===== config.mk =====
export PLATFORM = sky130hd
export DESIGN_NAME = gnr_attractor_ctrl
export DESIGN_NICKNAME = d
export VERILOG_FILES = /design/src/rtl/gnr_pkg.sv /design/src/rtl/gnr_attractor_ctrl.sv
export SDC_FILE = /design/constraint.sdc
export NUM_CORES = 1
export LEC_CHECK = 0
export ABC_AREA = 1
export BUFFER_PORTS_ARGS = -buffer_cell sky130_fd_sc_hd__buf_2
export CORE_MARGIN = 5
export CORE_UTILIZATION = 36
export CTS_BUF_LIST = sky130_fd_sc_hd__clkbuf_8
export DETAILED_ROUTE_END_ITERATION = 6
export HOLD_SLACK_MARGIN = 0.03
export SLEW_MARGIN = 40
export SYNTH_ARGS = -nofsm -noshare
export SYNTH_HDL_FRONTEND = slang
export SYNTH_SLANG_ARGS = --single-unit

===== constraint.sdc =====
create_clock -name clk -period 3.55 [get_ports clk]
set_input_delay 0.71 -clock clk [delete_from_list [all_inputs] [get_ports clk]]
set_output_delay 0.71 -clock clk [all_outputs]
set_load 0.02 [all_outputs]

===== src/rtl/gnr_pkg.sv =====
// Shared types and default sizing for the GRN attractor sequencer.
// The state enum is 3 bits so it can be exposed directly on a debug port.
package gnr_pkg;

  typedef enum logic [2:0] {
    ST_IDLE  = 3'd0,
    ST_LOAD  = 3'd1,
    ST_STEP  = 3'd2,
    ST_CHECK = 3'd3,
    ST_DONE  = 3'd4
  } state_t;

  localparam int DEF_NUM_NOS   = 16;
  localparam int DEF_CNT_WIDTH = 32;
  localparam int DEF_MAX_STEPS = 1024;

endpackage


===== src/rtl/gnr_attractor_ctrl.sv =====
// Drives GRN node stages step by step and detects an attractor with Floyd
// tortoise/hare comparison of the nodes' s0 (half speed) and s1 (full speed) copies.
//
// Handshakes: a transfer happens on a rising clk edge where valid and ready are
// both high; the producer keeps data stable while valid is high and not yet accepted.
module gnr_attractor_ctrl
  import gnr_pkg::*;
#(
  parameter int NUM_NOS   = DEF_NUM_NOS,
  parameter int CNT_WIDTH = DEF_CNT_WIDTH,
  parameter int MAX_STEPS = DEF_MAX_STEPS
) (
  input  logic                 clk,
  input  logic                 rst,
  input  logic                 init_valid,
  output logic                 init_ready,
  input  logic [NUM_NOS-1:0]   init_data,
  output logic                 reset_nos,
  output logic                 start_s0,
  output logic                 start_s1,
  output logic [NUM_NOS-1:0]   init_state,
  input  logic [NUM_NOS-1:0]   nos_s0,
  input  logic [NUM_NOS-1:0]   nos_s1,
  output logic                 busy,
  output logic                 result_valid,
  input  logic                 result_ready,
  output logic [CNT_WIDTH-1:0] result_steps,
  output logic [NUM_NOS-1:0]   result_state,
  output logic                 result_timeout,
  output logic [2:0]           dbg_state
);

  localparam logic [CNT_WIDTH-1:0] MAX_CNT = CNT_WIDTH'(MAX_STEPS);
  localparam logic [CNT_WIDTH-1:0] CNT_ONE = CNT_WIDTH'(1);

  state_t r_state;
  state_t w_next;

  logic [CNT_WIDTH-1:0] r_step_cnt;
  logic                 r_init_ready;
  logic                 r_reset_nos;
  logic                 r_start;
  logic                 r_busy;
  logic                 r_result_valid;
  logic                 r_result_timeout;
  logic [NUM_NOS-1:0]   r_init_state;
  logic [CNT_WIDTH-1:0] r_result_steps;
  logic [NUM_NOS-1:0]   r_result_state;

  logic [CNT_WIDTH-1:0] w_step_cnt;
  logic                 w_init_ready;
  logic                 w_reset_nos;
  logic                 w_start;
  logic                 w_busy;
  logic                 w_result_valid;
  logic                 w_result_timeout;
  logic [NUM_NOS-1:0]   w_init_state;
  logic [CNT_WIDTH-1:0] w_result_steps;
  logic [NUM_NOS-1:0]   w_result_state;

  logic w_init_hs;
  logic w_match;
  logic w_limit;

  // init_ready is registered, so it doubles as the IDLE-and-out-of-reset qualifier.
  assign w_init_hs = init_valid & r_init_ready;
  // Odd step counts are skipped: s0 and s1 coincide trivially after step 1.
  assign w_match   = ~r_step_cnt[0] & (nos_s0 == nos_s1);
  assign w_limit   = (r_step_cnt == MAX_CNT);

  always_ff @(posedge clk) begin
    if (rst) begin
      r_state <= ST_IDLE;
    end else begin
      r_state <= w_next;
    end
  end

  always_comb begin
    w_next = r_state;
    case (r_state)
      ST_IDLE:  if (w_init_hs) w_next = ST_LOAD;
      ST_LOAD:  w_next = ST_STEP;
      ST_STEP:  w_next = ST_CHECK;
      ST_CHECK: begin
        if (w_match || w_limit) w_next = ST_DONE;
        else                    w_next = ST_STEP;
      end
      ST_DONE:  if (result_ready) w_next = ST_IDLE;
      default:  w_next = ST_IDLE;
    endcase
  end

  // Outputs are registered from the next state, so each strobe lines up with its state.
  always_comb begin
    w_init_ready     = (w_next == ST_IDLE);
    w_reset_nos      = (w_next == ST_LOAD);
    w_start          = (w_next == ST_STEP);
    w_busy           = (w_next != ST_IDLE);
    w_result_valid   = (w_next == ST_DONE);
    w_step_cnt       = r_step_cnt;
    w_init_state     = r_init_state;
    w_result_steps   = r_result_steps;
    w_result_state   = r_result_state;
    w_result_timeout = r_result_timeout;

    if (r_state == ST_IDLE && w_init_hs) begin
      w_init_state = init_data;
      w_step_cnt   = '0;
    end
    // The counter can only reach STEP again below the limit, so it never wraps.
    if (w_next == ST_STEP) begin
      w_step_cnt = r_step_cnt + CNT_ONE;
    end
    if (r_state == ST_CHECK && w_next == ST_DONE) begin
      w_result_steps   = r_step_cnt;
      w_result_state   = nos_s1;
      w_result_timeout = ~w_match;
    end
  end

  always_ff @(posedge clk) begin
    if (rst) begin
      r_step_cnt       <= '0;
      r_init_ready     <= 1'b0;
      r_reset_nos      <= 1'b0;
      r_start          <= 1'b0;
      r_busy           <= 1'b0;
      r_result_valid   <= 1'b0;
      r_result_timeout <= 1'b0;
      r_init_state     <= '0;
      r_result_steps   <= '0;
      r_result_state   <= '0;
    end else begin
      r_step_cnt       <= w_step_cnt;
      r_init_ready     <= w_init_ready;
      r_reset_nos      <= w_reset_nos;
      r_start          <= w_start;
      r_busy           <= w_busy;
      r_result_valid   <= w_result_valid;
      r_result_timeout <= w_result_timeout;
      r_init_state     <= w_init_state;
      r_result_steps   <= w_result_steps;
      r_result_state   <= w_result_state;
    end
  end

  assign init_ready     = r_init_ready;
  assign reset_nos      = r_reset_nos;
  assign start_s0       = r_start;
  assign start_s1       = r_start;
  assign busy           = r_busy;
  assign result_valid   = r_result_valid;
  assign result_timeout = r_result_timeout;
  assign init_state     = r_init_state;
  assign result_steps   = r_result_steps;
  assign result_state   = r_result_state;
  assign dbg_state      = r_state;

endmodule


==> results.md <==
Final layout:
- The number of non-filler instances in the completed layout is 997.
- Of the cells placed in the final design, the portion with a size suffix greater than 1 is 27.6%.
- The area added between synthesis and finish is 16.1%.
- The area of all placed cells without fillers is between 6000 and 7000 sq um.
- The share of the core filled with cells is a little over two fifths.
- In the final design database the tool counted ~860 nets.
- The number of diodes is 0.
- Fill cells in the final layout number 1541.

Timing:
- In the finished design, the share of the clock period the worst path needs comes to 68.7%.
- Setup repair after global routing left no endpoint under its margin.
- The worst clock skew is 0.0165 ns.
- Setup violations remaining at the end of the flow were counted as 0.
- The number of endpoints with negative hold slack in the final report was 0.
- At the pin with the least slew margin, the transition time is about 0.7 ns.
- The number of slew-limit violations in the final report came to 0.
- Subtracting the final worst setup slack from the clock period gives 2.44 ns.
- The final-layout setup total negative slack is 0 ns.
- On the final layout, the worst hold slack is 0.467 ns.
- Measured against its own limit, the worst slew margin works out to 51.9%.
- Derived from the worst setup path, the maximum achievable clock frequency is 410 MHz.

Synthesis:
- The share of the synthesized netlist area taken by xor and xnor gates is 3.95%.
- The synthesized design devotes to its leading area cell type between 30% and 40% of total area.
- The per-instance average area after synthesis is 7.52 sq um.
- The post-synthesis cell count is 707.
- The leading area contributor after synthesis is sky130_fd_sc_hd__dfxtp_1.
- After Yosys synthesis, and, or, nand and nor cells account for between 30% and 40% of the synthesized area.
- The proportion of synthesized chip area in sequential cells is 39.5%.
- The adder-cell area share of the yosys netlist is less than 1%.
- The number of nets in the synthesized netlist is 761.
- The netlist uses 36 different library cells.
- The area of the mapped netlist is about 5300 sq um.
- Measured against the total synthesized area, the mux share comes to 0%.
- The main combinational cell family by area after synthesis is simple AND/OR/NAND/NOR gates.
- The post-synthesis compound-gate area fraction is around 16%.
- By area the synthesized netlist is led by sky130_fd_sc_hd__dfxtp_1 (40%), sky130_fd_sc_hd__nand2_1 (8.8%), sky130_fd_sc_hd__nand3_2 (5.8%).
- The count of yosys warnings during synthesis is 0.
- The count of state elements after synthesis is 105.

Global routing:
- The first global-routing pass estimated ~24000 um of wire.
- The global router's overall resource usage is about 16%.
- The via count of the first global-routing pass was 4716.
- The number of antenna violations at the first check in global routing is 0.
- Global routing finished with a remaining overflow of 0.
- Entering global routing, the biggest net connects 71 pins.

Floorplan:
- The initial utilization of the core area, before any placement, comes to 36.6%.
- The core outline area is 14500 sq um.
- The number of top-level pins is 126.
- The die covers 17300 sq um.
- The die outline width is roughly 130 um.
- The floorplan has 44 rows.
- The die is 132 um tall.

Setup path:
- The setup path with the least slack is of type reg2reg.
- The most common cell type on the critical path is sky130_fd_sc_hd__nand2_1.
- The endpoint identified for the worst register-to-register timing path is result_steps[3].
- The slowest stage cell on the critical path is sky130_fd_sc_hd__dfxtp_1.
- The signal on the critical path passes through inv_1, ha_1, nand2_1, nor2_1, nand2_1, nor2_2, nand3_2, nand2_2, nand2_4, clkinv_2, buf_12, o21ai_0, a21oi_1.
- At the worst endpoint, the required time is 3.82 ns.
- STA classifies the critical path endpoint as a flop.
- The critical path contains buffers and inverters numbering 3 combined.
- The launching point of the worst reg2reg path is r_step_cnt[0].
- Across all register-to-register paths, the minimum setup slack is between 1 and 1.5 ns.
- For this run, the slowest stage of the critical path takes 0.47 ns.
- At the worst endpoint, the arrival time is 2.71 ns.
- The family with the most delay on the worst path is buffers and inverters.
- The critical path launch point type is a flop.
- The length in cells of the worst reg-to-reg path is 13.
- The maximum fanout encountered on the critical timing path is 70.

Place:
- The congestion estimate from routability-driven global placement came to 0.880.
- The number of buffer cells added on primary ports is 125.
- The placed instance area is 5960 sq um.
- The number of placed instances, taps included, is 982.
- Once detailed placement completed, the half-perimeter wirelength came to between 9000 and 10000 um.

Clock tree:
- The number of clock sinks seen by CTS is 105.
- The maximum root-to-sink buffer count is 2.
- The post-cts hold buffer count is 0.
- In this run the clock root is driven by a sky130_fd_sc_hd__clkbuf_8.
- The count of buffers added by post-CTS timing repair for setup is 0.
- Clock-pin slew was measured on the worst setup and hold paths at ~0.10 ns.
- Gates resized during post-CTS repair numbered 0.
- The H-tree was split into 3 levels.
- The CTS tree is yes.
- The CTS buffer count is 9.
- The later pin in the worst-skew pair is clocked with a latency of between 0.3 and 0.4 ns.

Hold path:
- The path class of the lowest-slack min-delay path is reg2reg.
- The startpoint of the lowest-slack hold path is init_state[14].
- For hold timing, the worst endpoint is init_state[14].
- The number of instances on the worst hold path is 2.

Drt:
- The number of vias after detailed routing is 4814.
- The antenna violation net count after detailed routing is 0.
- Dividing the detail-routed wire length by the instance count gives 13.9 um.
- The total wire length is 13800 um.
- Using the TritonRoute via totals, the vias-per-cell ratio works out to slightly below 5.
- The number of iterations in the first detailed-routing pass is 4.
- After the first detailed-routing iteration, the DRC count stood at about 230.
- In the routed design, unresolved DRC markers number 0.

Run status:
- The flow ran to the end, and the final reports show no timing, DRC or antenna violations.

Power and ir drop:
- Dividing total power by cell area gives a power density of around 420 nW/um^2.
- Across the VDD grid, the largest voltage drop is 0.306 mV.
- In this run the static leakage power is 2.54 nW.

Flow run:
- Max-cap violations in this run came to 0.
[synth_stat cells, drive strengths merged]
| cell type | number |
|---|---|
| or2 | 1 |
| nand4 | 9 |
| nor4 | 2 |
| ha | 2 |
| nand3 | 70 |
| dfxtp | 105 |
| o21ai | 56 |
| nor3 | 22 |
| inv | 64 |
| buf | 26 |
| nor3b | 2 |
| clkinv | 2 |
| xor2 | 17 |
| nand3b | 11 |
| a21oi | 85 |
| nand2 | 129 |
| o221ai | 1 |
| and3 | 1 |
| clkbuf | 14 |
| xnor2 | 7 |
| nor2 | 80 |
| a31oi | 1 |
[state kept, by name (all words and copies together) (netlist names)]
signal	flops
result_valid	1
busy	1
result_state	16
result_steps	32
dbg_state	3
start_s0	1
init_state	16
reset_nos	1
r_step_cnt	32
result_timeout	1
init_ready	1
[worst reg2reg max path: stages, from the launching register on]
cell and delay, ns:
sky130_fd_sc_hd__dfxtp_1 0.47, sky130_fd_sc_hd__inv_1 0.13, sky130_fd_sc_hd__ha_1 0.24, sky130_fd_sc_hd__nand2_1 0.08
sky130_fd_sc_hd__nor2_1 0.04, sky130_fd_sc_hd__nand2_1 0.10, sky130_fd_sc_hd__nor2_2 0.05, sky130_fd_sc_hd__nand3_2 0.09
sky130_fd_sc_hd__nand2_2 0.07, sky130_fd_sc_hd__nand2_4 0.18, sky130_fd_sc_hd__clkinv_2 0.28, sky130_fd_sc_hd__buf_12 0.29
sky130_fd_sc_hd__o21ai_0 0.23, sky130_fd_sc_hd__a21oi_1 0.05
[final cells by class]
class	instances	area [sq um]	area share, %
Tap cell	184	230	3.73
Inverter	66	249	4.03
Timing Repair Buffer	131	683	11.1
Sequential cell	105	2100	34.0
Multi-Input combinational cell	496	2700	43.7
Clock inverter	6	85.1	1.38
Clock buffer	9	124	2.01
[through the flow]
stage          worst slack (ns)  total power, mW
2_1_floorplan              1.64             1.67
6_report                   1.11             2.56
3_5_place_dp              0.923             1.79
4_1_cts                    1.14             2.61
5_1_grt                   0.863             2.71
3_3_place_gp              0.969             1.79
[cells in the final DEF (no fill, tap or decap), drive strengths merged, types with 2 or more instances in the layout]
cell type  instances
nand3b            11
clkinv             4
xor2              17
nor3b              2
bufinv             2
nand2            129
clkbuf             9
a21oi             85
buf              131
nor2              80
o21ai             56
ha                 2
nor3              22
nand3             70
dfxtp            105
nand4              9
xnor2              7
inv               65
nor4               2
[cell families after synthesis]
family | count (synthesis)
AO/OA/AOI/OAI | 143
XOR/XNOR | 24
adder cells (fa/ha/maj) | 2
buffers and inverters | 106
flip-flops | 105
AND/OR/NAND/NOR | 327
[routing by layer]
metal	vias up	wire (um)	GRT usage, %
li1	2517	-	-
met1	2138	6680	21.8
met2	146	5920	24.9
met3	13	1010	5.31
met4	0	230	4.29
met5	-	0	0
[worst max path at each step]
stage | from | end | cells past startpoint
3_3_place_gp | nos_s1[15] | result_steps[5] | 13
5_1_grt | r_step_cnt[0] | result_steps[8] | 13
2_1_floorplan | nos_s1[9] | result_steps[21] | 13
3_5_place_dp | nos_s1[15] | result_steps[4] | 13
4_1_cts | r_step_cnt[0] | result_steps[3] | 13
6_report | r_step_cnt[0] | result_steps[3] | 13
[report_power, final]
part           switching, mW  leakage (nW)  internal (mW)
registers             0.0274         0.848           1.22
logic                  0.382          1.58          0.135
clock network          0.413         0.106          0.391
Note: power is estimated with default switching activity, not from simulation.
